## config.mk

```make
export PLATFORM = sky130hd
export DESIGN_NAME = rpc_cmd_arbiter
export DESIGN_NICKNAME = d
export VERILOG_FILES = /design/src/rtl/rpc_cmd_arbiter.sv
export SDC_FILE = /design/constraint.sdc
export NUM_CORES = 1
export LEC_CHECK = 0
export CORE_ASPECT_RATIO = 0.5
export CORE_UTILIZATION = 43
export DETAILED_ROUTE_END_ITERATION = 7
export HOLD_SLACK_MARGIN = 0.08
export PLACE_DENSITY_LB_ADDON = 0.1
export RECOVER_POWER = 100
export SETUP_SLACK_MARGIN = 0.2
export SYNTH_ARGS = -nofsm -noshare
export SYNTH_HDL_FRONTEND = slang
export SYNTH_SLANG_ARGS = --single-unit
```

## constraint.sdc

```tcl
create_clock -name clk_i -period 2.5 [get_ports clk_i]
set_clock_uncertainty 0.15 [all_clocks]
set_input_delay 0.25 -clock clk_i [delete_from_list [all_inputs] [get_ports clk_i]]
set_output_delay 0.25 -clock clk_i [all_outputs]
set_load 0.03 [all_outputs]
```

## src/rtl/rpc_cmd_arbiter.sv

```systemverilog
// Merges refresh, ZQ-calibration and direct register commands into one registered
// command channel towards the CMD_FSM, with fixed priority plus starvation promotion.
module rpc_cmd_arbiter #(
    parameter int CMD_WIDTH        = 19,
    parameter int STARVE_LIMIT     = 16,
    parameter int STARVE_CNT_WIDTH = $clog2(STARVE_LIMIT + 1)
) (
    input  logic                 clk_i,
    input  logic                 rst_ni,
    input  logic                 rpc_init_completed_i,
    input  logic                 ref_valid_i,
    output logic                 ref_ready_o,
    input  logic [CMD_WIDTH-1:0] ref_cmd_i,
    input  logic                 zqc_valid_i,
    output logic                 zqc_ready_o,
    input  logic [CMD_WIDTH-1:0] zqc_cmd_i,
    input  logic                 direct_cmd_valid_i,
    output logic                 direct_cmd_ready_o,
    input  logic [CMD_WIDTH-1:0] direct_cmd_i,
    output logic                 cmd_valid_o,
    input  logic                 cmd_ready_i,
    output logic [CMD_WIDTH-1:0] cmd_o,
    output logic [1:0]           cmd_src_o,
    output logic                 busy_o
);

    typedef enum logic {
        IDLE,
        HOLD
    } state_t;

    localparam logic [STARVE_CNT_WIDTH-1:0] LIMIT = STARVE_CNT_WIDTH'(STARVE_LIMIT);
    localparam logic [STARVE_CNT_WIDTH-1:0] ONE   = STARVE_CNT_WIDTH'(1);

    state_t                      state_q, state_d;
    logic [2:0]                  eligible, urgent, pool, grant;
    logic [STARVE_CNT_WIDTH-1:0] wait_cnt_q [3];
    logic [CMD_WIDTH-1:0]        cmd_d;
    logic [1:0]                  src_d;

    // Bit order everywhere: 0 = ref, 1 = zqc, 2 = direct.
    always_comb begin
        eligible = {direct_cmd_valid_i, zqc_valid_i, ref_valid_i} & {3{rpc_init_completed_i}};
        for (int i = 0; i < 3; i++) begin
            urgent[i] = (wait_cnt_q[i] == LIMIT);
        end
        pool = (|(eligible & urgent)) ? (eligible & urgent) : eligible;
    end

    always_comb begin
        state_d = state_q;
        grant   = 3'b000;
        unique case (state_q)
            IDLE: begin
                if (rst_ni) begin
                    if (pool[0])      grant = 3'b001;
                    else if (pool[1]) grant = 3'b010;
                    else if (pool[2]) grant = 3'b100;
                end
                if (|grant) state_d = HOLD;
            end
            HOLD: begin
                if (cmd_ready_i) state_d = IDLE;
            end
            default: state_d = IDLE;
        endcase
    end

    always_comb begin
        cmd_d = ref_cmd_i;
        src_d = 2'd0;
        if (grant[1]) begin
            cmd_d = zqc_cmd_i;
            src_d = 2'd1;
        end else if (grant[2]) begin
            cmd_d = direct_cmd_i;
            src_d = 2'd2;
        end
    end

    assign ref_ready_o        = grant[0];
    assign zqc_ready_o        = grant[1];
    assign direct_cmd_ready_o = grant[2];
    assign cmd_valid_o        = (state_q == HOLD);
    assign busy_o             = (state_q == HOLD);

    always_ff @(posedge clk_i or negedge rst_ni) begin
        if (!rst_ni) begin
            state_q   <= IDLE;
            cmd_o     <= '0;
            cmd_src_o <= 2'd0;
        end else begin
            state_q <= state_d;
            if (|grant) begin
                cmd_o     <= cmd_d;
                cmd_src_o <= src_d;
            end
        end
    end

    // Counters keep running in HOLD so a source waiting behind a stalled command still ages.
    always_ff @(posedge clk_i or negedge rst_ni) begin
        if (!rst_ni) begin
            for (int i = 0; i < 3; i++) wait_cnt_q[i] <= '0;
        end else begin
            for (int i = 0; i < 3; i++) begin
                if (grant[i])
                    wait_cnt_q[i] <= '0;
                else if (eligible[i])
                    wait_cnt_q[i] <= urgent[i] ? wait_cnt_q[i] : wait_cnt_q[i] + ONE;
                else
                    wait_cnt_q[i] <= '0;
            end
        end
    end

endmodule

```

==> results.cfg, run 1 <==
[grt]
grt_usage_pct = 25.17
grt_max_degree = 25
grt_pass1_vias = 2129
antenna_found_initial = 0
grt_first_pass_wirelength_mm = 9.666
overflow = 0

[run_status]
status = finished clean

[synthesis]
ys_seq_area_share_pct = 43.81
synth_top_area_share_pct = 43.81
synth.area.top_cells = dfrtp_1, mux2i_1, nand3_1
synthArstFlopShare_pct = 100.0
syn_inst = 220
syn-num-nets = 290
synth_area_per_cell_um2 = 9.606
synth_edf_count = 0
yosys.area.top_type = dfrtp_1
syn_area_mm2 = 0.002113
yosys_register_bits = 37
ys.warnings.count = 0
synthFlopType = dfrtp_1
synth_cell_types = 39

[sta]
min_period_over_period_pct = 95.70
period_minus_slack_ns = 2.392
fmax_mhz = 418.0
finalHoldViolCount = 0
setup_viol = 0
rsz0062_at_grt = yes
relSlewSlack_pct = 14.70
drv_slew = 0
worst_pin_slew_ns = 1.280
tns_ns = 0

[floorplanning]
coreArea_mm2 = 0.004552
fp-row-count = 17
start_util_pct = 46.43
fp.dieH_um = 51.57
die-area_mm2 = 0.005216
pin_count = 90
dieWidth_um = 101.1

[routing]
wl_per_cell_um = 15.03
routed_wirelength_mm = 5.905
firstDrtPassIters = 4
drc = 0
initialDrtViolationCount = 66
viasPerCell = 5.262
ant_nets = 0
vias = 2068

[layout]
layout_commonest_cell = clkdlybuf4s50_1
drive_gt1_share_pct = 13.15
n_fill_cell = 368
num-nets-final = 397
syn2layout_area_growth_pct = 55.65
final_cell_mix = clkdlybuf4s50_1, dfrtp_1, nand3_1
n_antenna_cell = 0
final_area_mm2 = 0.003289

[power_and_ir_drop]
peakVddDrop_uv = 371.6
p_leak_nw = 1.452
power.total_w = 0.001787
p_comb_share_pct = 35.7
power_frac_clock_pct = 23.2
seqPwrFrac_pct = 41.1
powerDensity_mw_per_mm2 = 543.3
p_sw_w = 0.0005977
p_sw_share_pct = 33.45
p_int_w = 0.001189

[worst_setup_path]
worstSetupPathType = input port to output pin
critical_path.max_fanout = 9
cp_slowest_cell = dlygate4sd3_1
crit_required_ns = 2.10
crit_family = buffers and inverters
startpoint_type = input port
cp.buffers_inverters = 3
crit_arrival_ns = 1.99
cp-end-kind = output pin
worstPathCellList = dlygate4sd3_1, nand2_2, nor3_2, or4_4, inv_8, buf_6
crit_path_start = rpc_init_completed_i
cpPeakStageDelay_ns = 0.66
r2r-start = wait_cnt_q[6]

[placed_design]
hpwl_mm = 4.444
portBuffers = 89
place.gp.congestion = 0.8837
placed_area_mm2 = 0.003075

[clock_tree]
clock_latency_ns = 0.29
cts_root_buf = clkbuf_8
cts_tree = done
cts_buffer_depth = 2
cts_max_level = 2
cts_buffers = 5
cts.clk_slew.worst_paths_ns = 0.07
clock-sinks = 37

[worst_hold_path]
min_from = cmd_src_o[1]
hold_class = register to register

[job]
drv_cap = 0
## repair_timing
action                                 CTS  global route
endpoints found under the hold margin   37             0
hold buffers                             1             0
pin swaps                                5             4
setup endpoints to repair               14            28
gates resized for setup                 12             4
setup buffers                            8             4
## worst paths after layout
path,end,slack [ns],cells after the start
setup / recovery,zqc_ready_o,0.11,6
hold / removal,cmd_src_o[1],0.33,1
setup reg to reg,cmd_o[16],0.21,10
hold reg to reg,cmd_src_o[1],0.33,1
max in group asynchronous,busy_o,0.64,3
min in group asynchronous,wait_cnt_q[11],0.54,3
## through the flow
step	worst slack (ns)	instances	utilization [%]	hold slack (ns)
final	0.1076	393	72.27	0.3339
after global routing	0.04791	393	72.27	0.3738
after CTS	0.09107	389	72.02	0.3244
after detailed placement	0.05740	373	67.56	0.09876
after global placement	0.1601	373	67.56	0.08755
after floorplan	0.3257	220	-	-0.1956
## layout make-up
type                       instances  area (µm²)  share of cell area (%)
clock buffer                       7       86.33                   2.625
inverter                           9       41.29                   1.255
multi-input combinational        160        1095                   33.28
sequential                        37       925.9                   28.15
tap                               66       82.58                   2.510
timing repair buffer             114        1059                   32.18
## Yosys cell counts (2+ instances only)
cell type,instances
inv_1,8
nor2_1,15
o2bb2ai_1,5
nor3_1,10
nand2_1,26
a21oi_1,3
nand4bb_1,2
buf_6,3
dfrtp_1,37
buf_4,3
xnor2_1,5
clkbuf_1,3
o21ai_0,3
xor2_1,6
buf_2,4
o211ai_1,14
a31oi_1,5
nand3_1,28
ha_1,6
mux2i_1,15
## power by group through the flow
stage | clock, W | combinational, W | sequential (W)
4_1_cts | 0.000422 | 0.000674 | 0.000739
3_3_place_gp | 0 | 0.000646 | 0.000749
5_1_grt | 0.000454 | 0.000684 | 0.000745
2_1_floorplan | 0 | 0.000166 | 0.000904
6_report | 0.000415 | 0.000638 | 0.000735
3_5_place_dp | 0 | 0.000656 | 0.000748
## per-layer routing
| layer | vias to the layer above | share of wire [%] | global-route usage, % |
|---|---|---|---|
| met5 | - | 0 | 0 |
| met3 | 11 | 6.2 | 6.989 |
| li1 | 998 | - | - |
| met2 | 64 | 49 | 42.40 |
| met1 | 995 | 43 | 30.89 |
| met4 | 0 | 1.9 | 10.63 |
## logic make-up after synthesis
family | count (synthesis) | share of synthesized area [%]
AND/OR/NAND/NOR | 91 | 21.55
AO/OA/AOI/OAI | 37 | 12.73
flip-flops | 37 | 43.81
buffers and inverters | 23 | 6.690
multiplexers | 15 | 7.105
XOR/XNOR | 11 | 4.559
adder cells (fa/ha/maj) | 6 | 3.552
## sequential cells by signal (all words and copies together), names as in the netlist
signal      flops
cmd_src_o       2
wait_cnt_q     15
cmd_o          19
busy_o          1
Note: power is estimated with default switching activity, not from simulation.
==> run 2: changes to the inputs <==
- HOLD_SLACK_MARGIN: 0.08 -> 0.12
- PLACE_DENSITY_LB_ADDON: 0.1 -> 0.15
==> results.cfg, run 2 (same netlist as run 1, synthesis figures left out) <==
[run_status]
status = finished clean

[placed_design]
hpwl_mm = 4.262
place.gp.congestion = 0.8579
placed_area_mm2 = 0.003100
portBuffers = 89

[grt]
grt_max_degree = 23
grt_usage_pct = 24.28
overflow = 0
antenna_found_initial = 0
grt_pass1_vias = 2137
grt_first_pass_wirelength_mm = 9.563

[worst_setup_path]
critical_path.max_fanout = 4
crit_path_start = wait_cnt_q[5]
reg2reg_to = cmd_o[8]
crit_arrival_ns = 1.99
cpPeakStageDelay_ns = 0.53
worstSetupPathType = register to output pin
r2r_cells = 10
crit_required_ns = 2.10
r2r-start = wait_cnt_q[5]
regToRegSetupSlack_ns = 0.18
worstPathCellList = inv_2, ha_1, and4bb_2, a21oi_2, or4_4, inv_8, buf_6
cp-end-kind = output pin
startpoint_type = register
cp_slowest_cell = or4_4

[power_and_ir_drop]
power_frac_clock_pct = 22.8
p_int_w = 0.001169
seqPwrFrac_pct = 41.2
p_sw_share_pct = 34.01
peakVddDrop_uv = 264.7
powerDensity_mw_per_mm2 = 541.0
p_sw_w = 0.0006026
power.total_w = 0.001771
p_comb_share_pct = 35.9
p_leak_nw = 1.439

[routing]
initialDrtViolationCount = 67
viasPerCell = 5.256
drc = 0
wl_per_cell_um = 14.82
routed_wirelength_mm = 5.793
ant_nets = 0
firstDrtPassIters = 5
vias = 2055

[floorplanning]
die-area_mm2 = 0.005216
dieWidth_um = 101.1
fp.dieH_um = 51.57
coreArea_mm2 = 0.004552
pin_count = 90
fp-row-count = 17
start_util_pct = 46.43

[clock_tree]
cts_buffers = 5
clock-sinks = 37
cts_max_level = 2
clock_latency_ns = 0.29
cts_tree = done
cts.clk_slew.worst_paths_ns = 0.07
cts_buffer_depth = 2
cts_root_buf = clkbuf_8

[layout]
final_area_mm2 = 0.003274
regMostFlops = cmd_o
layout_commonest_cell = clkdlybuf4s50_1
final_cell_mix = clkdlybuf4s50_1, dfrtp_1, nand3_1
drive_gt1_share_pct = 12.62
syn2layout_area_growth_pct = 54.94
n_antenna_cell = 0
n_fill_cell = 358
num-nets-final = 394
largestRegisters = cmd_o (19), wait_cnt_q (15), cmd_src_o (2)
largest_reg_flops = 19

[sta]
rsz0062_at_grt = yes
tns_ns = 0
min_period_over_period_pct = 95.61
setup_viol = 0
fmax_mhz = 418.3
period_minus_slack_ns = 2.390
holdWs_ns = 0.3381
worst_pin_slew_ns = 1.181
finalHoldViolCount = 0
relSlewSlack_pct = 21.25
drv_slew = 0

[worst_hold_path]
min_from = cmd_src_o[0]
whs_endpoint = cmd_src_o[0]
hold_depth = 2
hold_class = register to register

[job]
drv_cap = 0
-- run 2: cell types whose count changed in the layout (fill, tap and decap cells not counted), sizes merged --
cell / change
buf: -4
clkdlybuf4s50: +1
clkbuf: +2
dlygate4sd3: -1
-- run 2: area by class of cell --
cell class	count	area (µm²)	share of cell area, %
Clock buffer	8	80.08	2.446
Inverter	9	41.29	1.261
Multi-Input combinational cell	160	1086	33.17
Sequential cell	37	925.9	28.28
Tap cell	66	82.58	2.522
Timing Repair Buffer	111	1059	32.33
-- run 2: what timing repair did --
action	CTS	global route
endpoints found under the setup margin	22	22
hold buffers	1	0
hold endpoints to repair	37	0
setup buffers	7	2
pin swaps	2	2
gates resized for setup	8	5
-- run 2: worst max path at each step --
| stage | to | slack [ns] | cells after the start |
|---|---|---|---|
| 6_report | zqc_ready_o | 0.11 | 7 |
| 5_1_grt | direct_cmd_ready_o | 0.03 | 7 |
| 4_1_cts | zqc_ready_o | 0.12 | 7 |
| 3_5_place_dp | cmd_o[7] | 0.09 | 7 |
| 3_3_place_gp | cmd_o[8] | 0.16 | 7 |
| 2_1_floorplan | zqc_ready_o | 0.33 | 9 |
-- run 2: metal layers --
layer  part of all wire [%]  up-vias  track usage (%)
met5                      0        -                0
met4                    1.5        0            7.971
met3                    6.2       13            8.065
li1                       -      993                -
met2                     49       70            42.29
met1                     43      979            28.68
-- run 2: power by group through the flow --
stage          Combinational (W)  Sequential, W  Clock (W)
6_report                0.000636       0.000731   0.000405
5_1_grt                 0.000680       0.000742   0.000441
4_1_cts                 0.000675       0.000736   0.000408
3_5_place_dp            0.000660       0.000745          0
3_3_place_gp            0.000652       0.000748          0
2_1_floorplan           0.000166       0.000904          0
-- run 2: critical path: cells and delay by family (launching register included) --
kind / cells / cell delay (ns)
buffers and inverters: 3 / 0.27
AO/OA/AOI/OAI: 1 / 0.08
flip-flops: 1 / 0.38
adder cells (fa/ha/maj): 1 / 0.13
AND/OR/NAND/NOR: 2 / 0.83
-- run 2: through the flow --
stage,std cells,setup WS [ns],utilization [%]
final,391,0.1096,71.94
after CTS,389,0.1225,71.58
after global placement,373,0.1626,68.11
after detailed placement,373,0.09017,68.11
after global routing,391,0.02751,71.94
after floorplan,220,0.3257,-
==> run 3: changes to the inputs <==
- GPL_ROUTABILITY_DRIVEN: unset -> 0
- SLEW_MARGIN: unset -> 20
==> results of run 3 <==
Same layout as run 2: the final DEF is identical, and so are final timing and power.
==> RTL change 1 (settings of run 3) <==
Set the parameter `CMD_WIDTH` to 21 (it was 19).
--- a/src/rtl/rpc_cmd_arbiter.sv
+++ b/src/rtl/rpc_cmd_arbiter.sv
@@ -2,5 +2,5 @@
 // command channel towards the CMD_FSM, with fixed priority plus starvation promotion.
 module rpc_cmd_arbiter #(
-    parameter int CMD_WIDTH        = 19,
+    parameter int CMD_WIDTH        = 21,
     parameter int STARVE_LIMIT     = 16,
     parameter int STARVE_CNT_WIDTH = $clog2(STARVE_LIMIT + 1)
Ports: changed (resized cmd_o, direct_cmd_i, ref_cmd_i and zqc_cmd_i); port bits go from 90 to 98. No check against the original RTL was run, so the function may have changed too.
==> RTL change 1 against run 3 <==
Worst setup slack lost 0.0053 ns; total power is 11% higher; sequential cell count rose by 2; first-iteration DRC count grew 93%; sequential share of layout area is 2.1 points lower; cell area grew 14%; area after synthesis is 6.9% higher; clock power rose by 15%; routed wire length increased by 16%; final cell count up 12%.
==> RTL change 1: results <==
export IMPL_cts_resized=12
export IMPL_wl_met3_um=423
export IMPL_peakVddDrop_v=0.000368
export IMPL_p_seq_share_pct=39.6
export IMPL_internal_power_mw=1.30
export IMPL_synth_adder_area_share_pct=3.32
export IMPL_dp_hpwl_um=4670
export IMPL_clkTransAtPathRegs_ns=0.07
export IMPL_slowest_stage="or4_1"
export IMPL_p_clk_uw=467
export IMPL_portBuffers=97
export IMPL_use_met2_pct=45.0
export IMPL_synth_compound_gate_area_share_pct=14.9
export IMPL_crit_end="ref_ready_o"
export IMPL_path_max_fanout=3
export IMPL_synth_xor_area_share_pct=3.49
export IMPL_synth_distinct_cells=41
export IMPL_slowest_delay_ns=0.60
export IMPL_ys_seq_area_share_pct=43.2
export IMPL_synth_edf_count=0
export IMPL_grt_pass1_vias=2301
export IMPL_hold_buffers=2
export IMPL_cts_setup_buffers=10
export IMPL_status="completed"
export IMPL_drt_iter0_drc=129
export IMPL_yosys_top_cells_count="39 x dfrtp_1, 29 x nand2_1, 29 x nand3_1"
export IMPL_slew_limit_headroom_pct=15.3
export IMPL_fin_nets=443
export IMPL_drtPass1Iterations=4
export IMPL_syn_nets=317
export IMPL_worstSetupStartpoint="wait_cnt_q[11]$_DFFE_PN0P_"
export IMPL_grtUsageMet1_pct=29.2
export IMPL_via_count=2329
export IMPL_drive_gt1_share_pct=19.8
export IMPL_wl_met2_um=3380
export IMPL_reg2reg_depth=9
export IMPL_muxShareOfSynthArea_pct=6.20
export IMPL_m1WireLength_um=2850
export IMPL_reg_top3="cmd_o (21), wait_cnt_q (15), cmd_src_o (2)"
export IMPL_r2r_setup_slack_ns=0.20
export IMPL_grt_pass1_wl_um=10400
export IMPL_totalWireLength_um=6740
export IMPL_power_leakage_nw=1.61
export IMPL_cts_htree_levels=2
export IMPL_reg2reg_to="cmd_o[17]$_DFFE_PN0P_"
export IMPL_synth_area_top_cells="dfrtp_1 43%, nand3_1 6.4%, mux2i_1 6.2%, nand2_1 4.8%, o211ai_1 4.7%"
export IMPL_met3_usage_pct=6.40
export IMPL_grt_usage_pct=24.4
-- RTL change 1: cell types whose count changed after synthesis, sizes merged, moves of 2 or more --
cell	delta
o2bb2ai	-5
dfrtp	+2
xnor2	-2
nand2	+4
nor4	+3
or2	+7
a31oi	+3
o21bai	+7
nor3	-4
a21oi	+3
and4bb	-2
nand3	+2
-- RTL change 1: through the flow --
step                power, mW  worst slack (ns)  area (um2)  std cells  hold slack (ns)
floorplan                1.14             0.284        2260        241           -0.196
global placement         1.51             0.138        3370        415           0.0888
detailed placement       1.52            0.0859        3370        415           0.0992
CTS                      2.00             0.190        3640        435            0.353
global route             2.06            0.0747        3720        438            0.363
finish                   1.96             0.104        3720        438            0.338
-- RTL change 1: final cells by class --
cell class,instances,area (um2)
Sequential cell,39,976
Timing Repair Buffer,132,1250
Fill cell,343,1280
Clock buffer,8,100
Inverter,11,53.8
Multi-Input combinational cell,178,1260
Tap cell,70,87.6
==> RTL change 2 (settings of run 3) <==
Without the edit above. Make the reset (`rst_ni`) synchronous in 2 clocked blocks.
--- a/src/rtl/rpc_cmd_arbiter.sv
+++ b/src/rtl/rpc_cmd_arbiter.sv
@@ -85,5 +85,5 @@
     assign busy_o             = (state_q == HOLD);
 
-    always_ff @(posedge clk_i or negedge rst_ni) begin
+    always_ff @(posedge clk_i) begin
         if (!rst_ni) begin
             state_q   <= IDLE;
@@ -100,5 +100,5 @@
 
     // Counters keep running in HOLD so a source waiting behind a stalled command still ages.
-    always_ff @(posedge clk_i or negedge rst_ni) begin
+    always_ff @(posedge clk_i) begin
         if (!rst_ni) begin
             for (int i = 0; i < 3; i++) wait_cnt_q[i] <= '0;
Behaviour: differs if rst_ni is asserted again (counterexample within 4 cycles, from zero or initial values and one cycle with rst_ni low); with rst_ni held inactive, the same outputs for 10 cycles.
==> RTL change 2 against run 3 <==
Via count is 6.7% lower; area after synthesis down 0.30%; synthesized cell count shrank 5.9%; routed wire length fell by 4.2%; total power shrank 12%; sequential cell count did not move; worst setup slack better by 0.049 ns; fmax rose by 2.1%; count of clock-buffer cells in the layout unchanged; cell area rose by 4.5%.
==> RTL change 2: results <==
export IMPL_muxShareOfSynthArea_pct=9.03
export IMPL_wl_met3_um=316
export IMPL_fin_nets=389
export IMPL_hold_buffers=0
export IMPL_grt_pass1_vias=2054
export IMPL_reg2reg_from="wait_cnt_q[1][0]$_SDFFCE_PP0P_"
export IMPL_via_count=1918
export IMPL_m1WireLength_um=2290
export IMPL_grt_usage_pct=23.4
export IMPL_reg_top3="cmd_o (19), wait_cnt_q (15), cmd_src_o (2)"
export IMPL_use_met2_pct=42.6
export IMPL_grtUsageMet1_pct=25.9
export IMPL_portBuffers=89
export IMPL_r2r_setup_slack_ns=0.16
export IMPL_synth_xor_area_share_pct=3.74
export IMPL_nFillCells=329
export IMPL_hp_start="cmd_o[6]$_SDFFE_PN0P_"
export IMPL_synth_adder_area_share_pct=3.56
export IMPL_dpl_cell_area_mm2=0.00312
export IMPL_fin_crit_ns=2.34
export IMPL_worstPathArrival_ns=2.22
export IMPL_drtPass1Iterations=4
export IMPL_synth_cells=207
export IMPL_clk_latency_ns=0.29
export IMPL_synth_area_top_cells="edfxtp_1 21%, dfxtp_1 21%, mux2i_1 9.0%, o221ai_2 7.1%, inv_1 5.3%"
export IMPL_yosys_most_used_dff="dfxtp_1"
export IMPL_grt_max_degree=22
export IMPL_met3_usage_pct=7.53
export IMPL_syn_nets=277
export IMPL_grt_pass1_wl_um=9110
export IMPL_crit_end="wait_cnt_q[2][2]$_SDFFCE_PP0P_"
export IMPL_dp_cells=367
export IMPL_totalWireLength_um=5550
export IMPL_ys_seq_area_share_pct=42.3
export IMPL_slowest_delay_ns=0.48
export IMPL_post_place_ws_ns=-0.0799
export IMPL_power_leakage_nw=1.39
export IMPL_wire_per_inst_um=14.4
export IMPL_drive_gt1_share_pct=19.4
export IMPL_cts_root_buffer="clkbuf_8"
export IMPL_cp_start_kind="register"
export IMPL_min_to="cmd_o[6]$_SDFFE_PN0P_"
export IMPL_path_max_fanout=5
export IMPL_hold_ws_ns=0.317
export IMPL_synth_distinct_cells=40
export IMPL_reg2reg_to="wait_cnt_q[2][2]$_SDFFCE_PP0P_"
export IMPL_max_slew_worst_pin_slew_ns=0.347
export IMPL_drt_iter0_drc=59
export IMPL_yosys_top_cells_count="30 x inv_1, 22 x dfxtp_1, 22 x nand2_1"
export IMPL_dp_hpwl_um=4050
export IMPL_synth_edf_count=15
export IMPL_async_flop_share_pct=0
export IMPL_peakVddDrop_v=0.000252
export IMPL_status="completed"
export IMPL_reg2reg_depth=7
export IMPL_wl_met2_um=2870
export IMPL_seqCellArea_um2=891
export IMPL_synth_compound_gate_area_share_pct=16.0
[RTL change 2: cell types whose count changed after synthesis, sizes merged, moves of 9 or more]
| cell | run 3 | this run |
|---|---|---|
| dfrtp | 37 | 0 |
| dfxtp | 0 | 22 |
| inv | 9 | 30 |
| nand3 | 28 | 8 |
| o221ai | 1 | 19 |
| edfxtp | 0 | 15 |
| o211ai | 14 | 1 |
| nor3 | 11 | 2 |
[RTL change 2: report_power, final]
group,switching (mW),total [mW],leakage (nW),internal (mW)
clock network,0.209,0.494,0.0566,0.285
registers,0.0176,0.674,0.366,0.657
logic,0.183,0.386,0.968,0.204
total,0.409,1.55,1.39,1.15
[RTL change 2: repair_timing]
item	in CTS	in global routing
resized for setup	11	27
buffers inserted	8	2
hold endpoints to repair	0	0
pin swaps	4	4
endpoints found under the setup margin	27	27
cloned	0	1
[RTL change 2: final cells by class]
cell class,instances,share of cell area [%]
clock buffer,8,3.25
timing repair buffer,116,32.7
multi-input combinational,129,32.3
sequential,37,26.0
tap,66,2.41
inverter,30,3.29
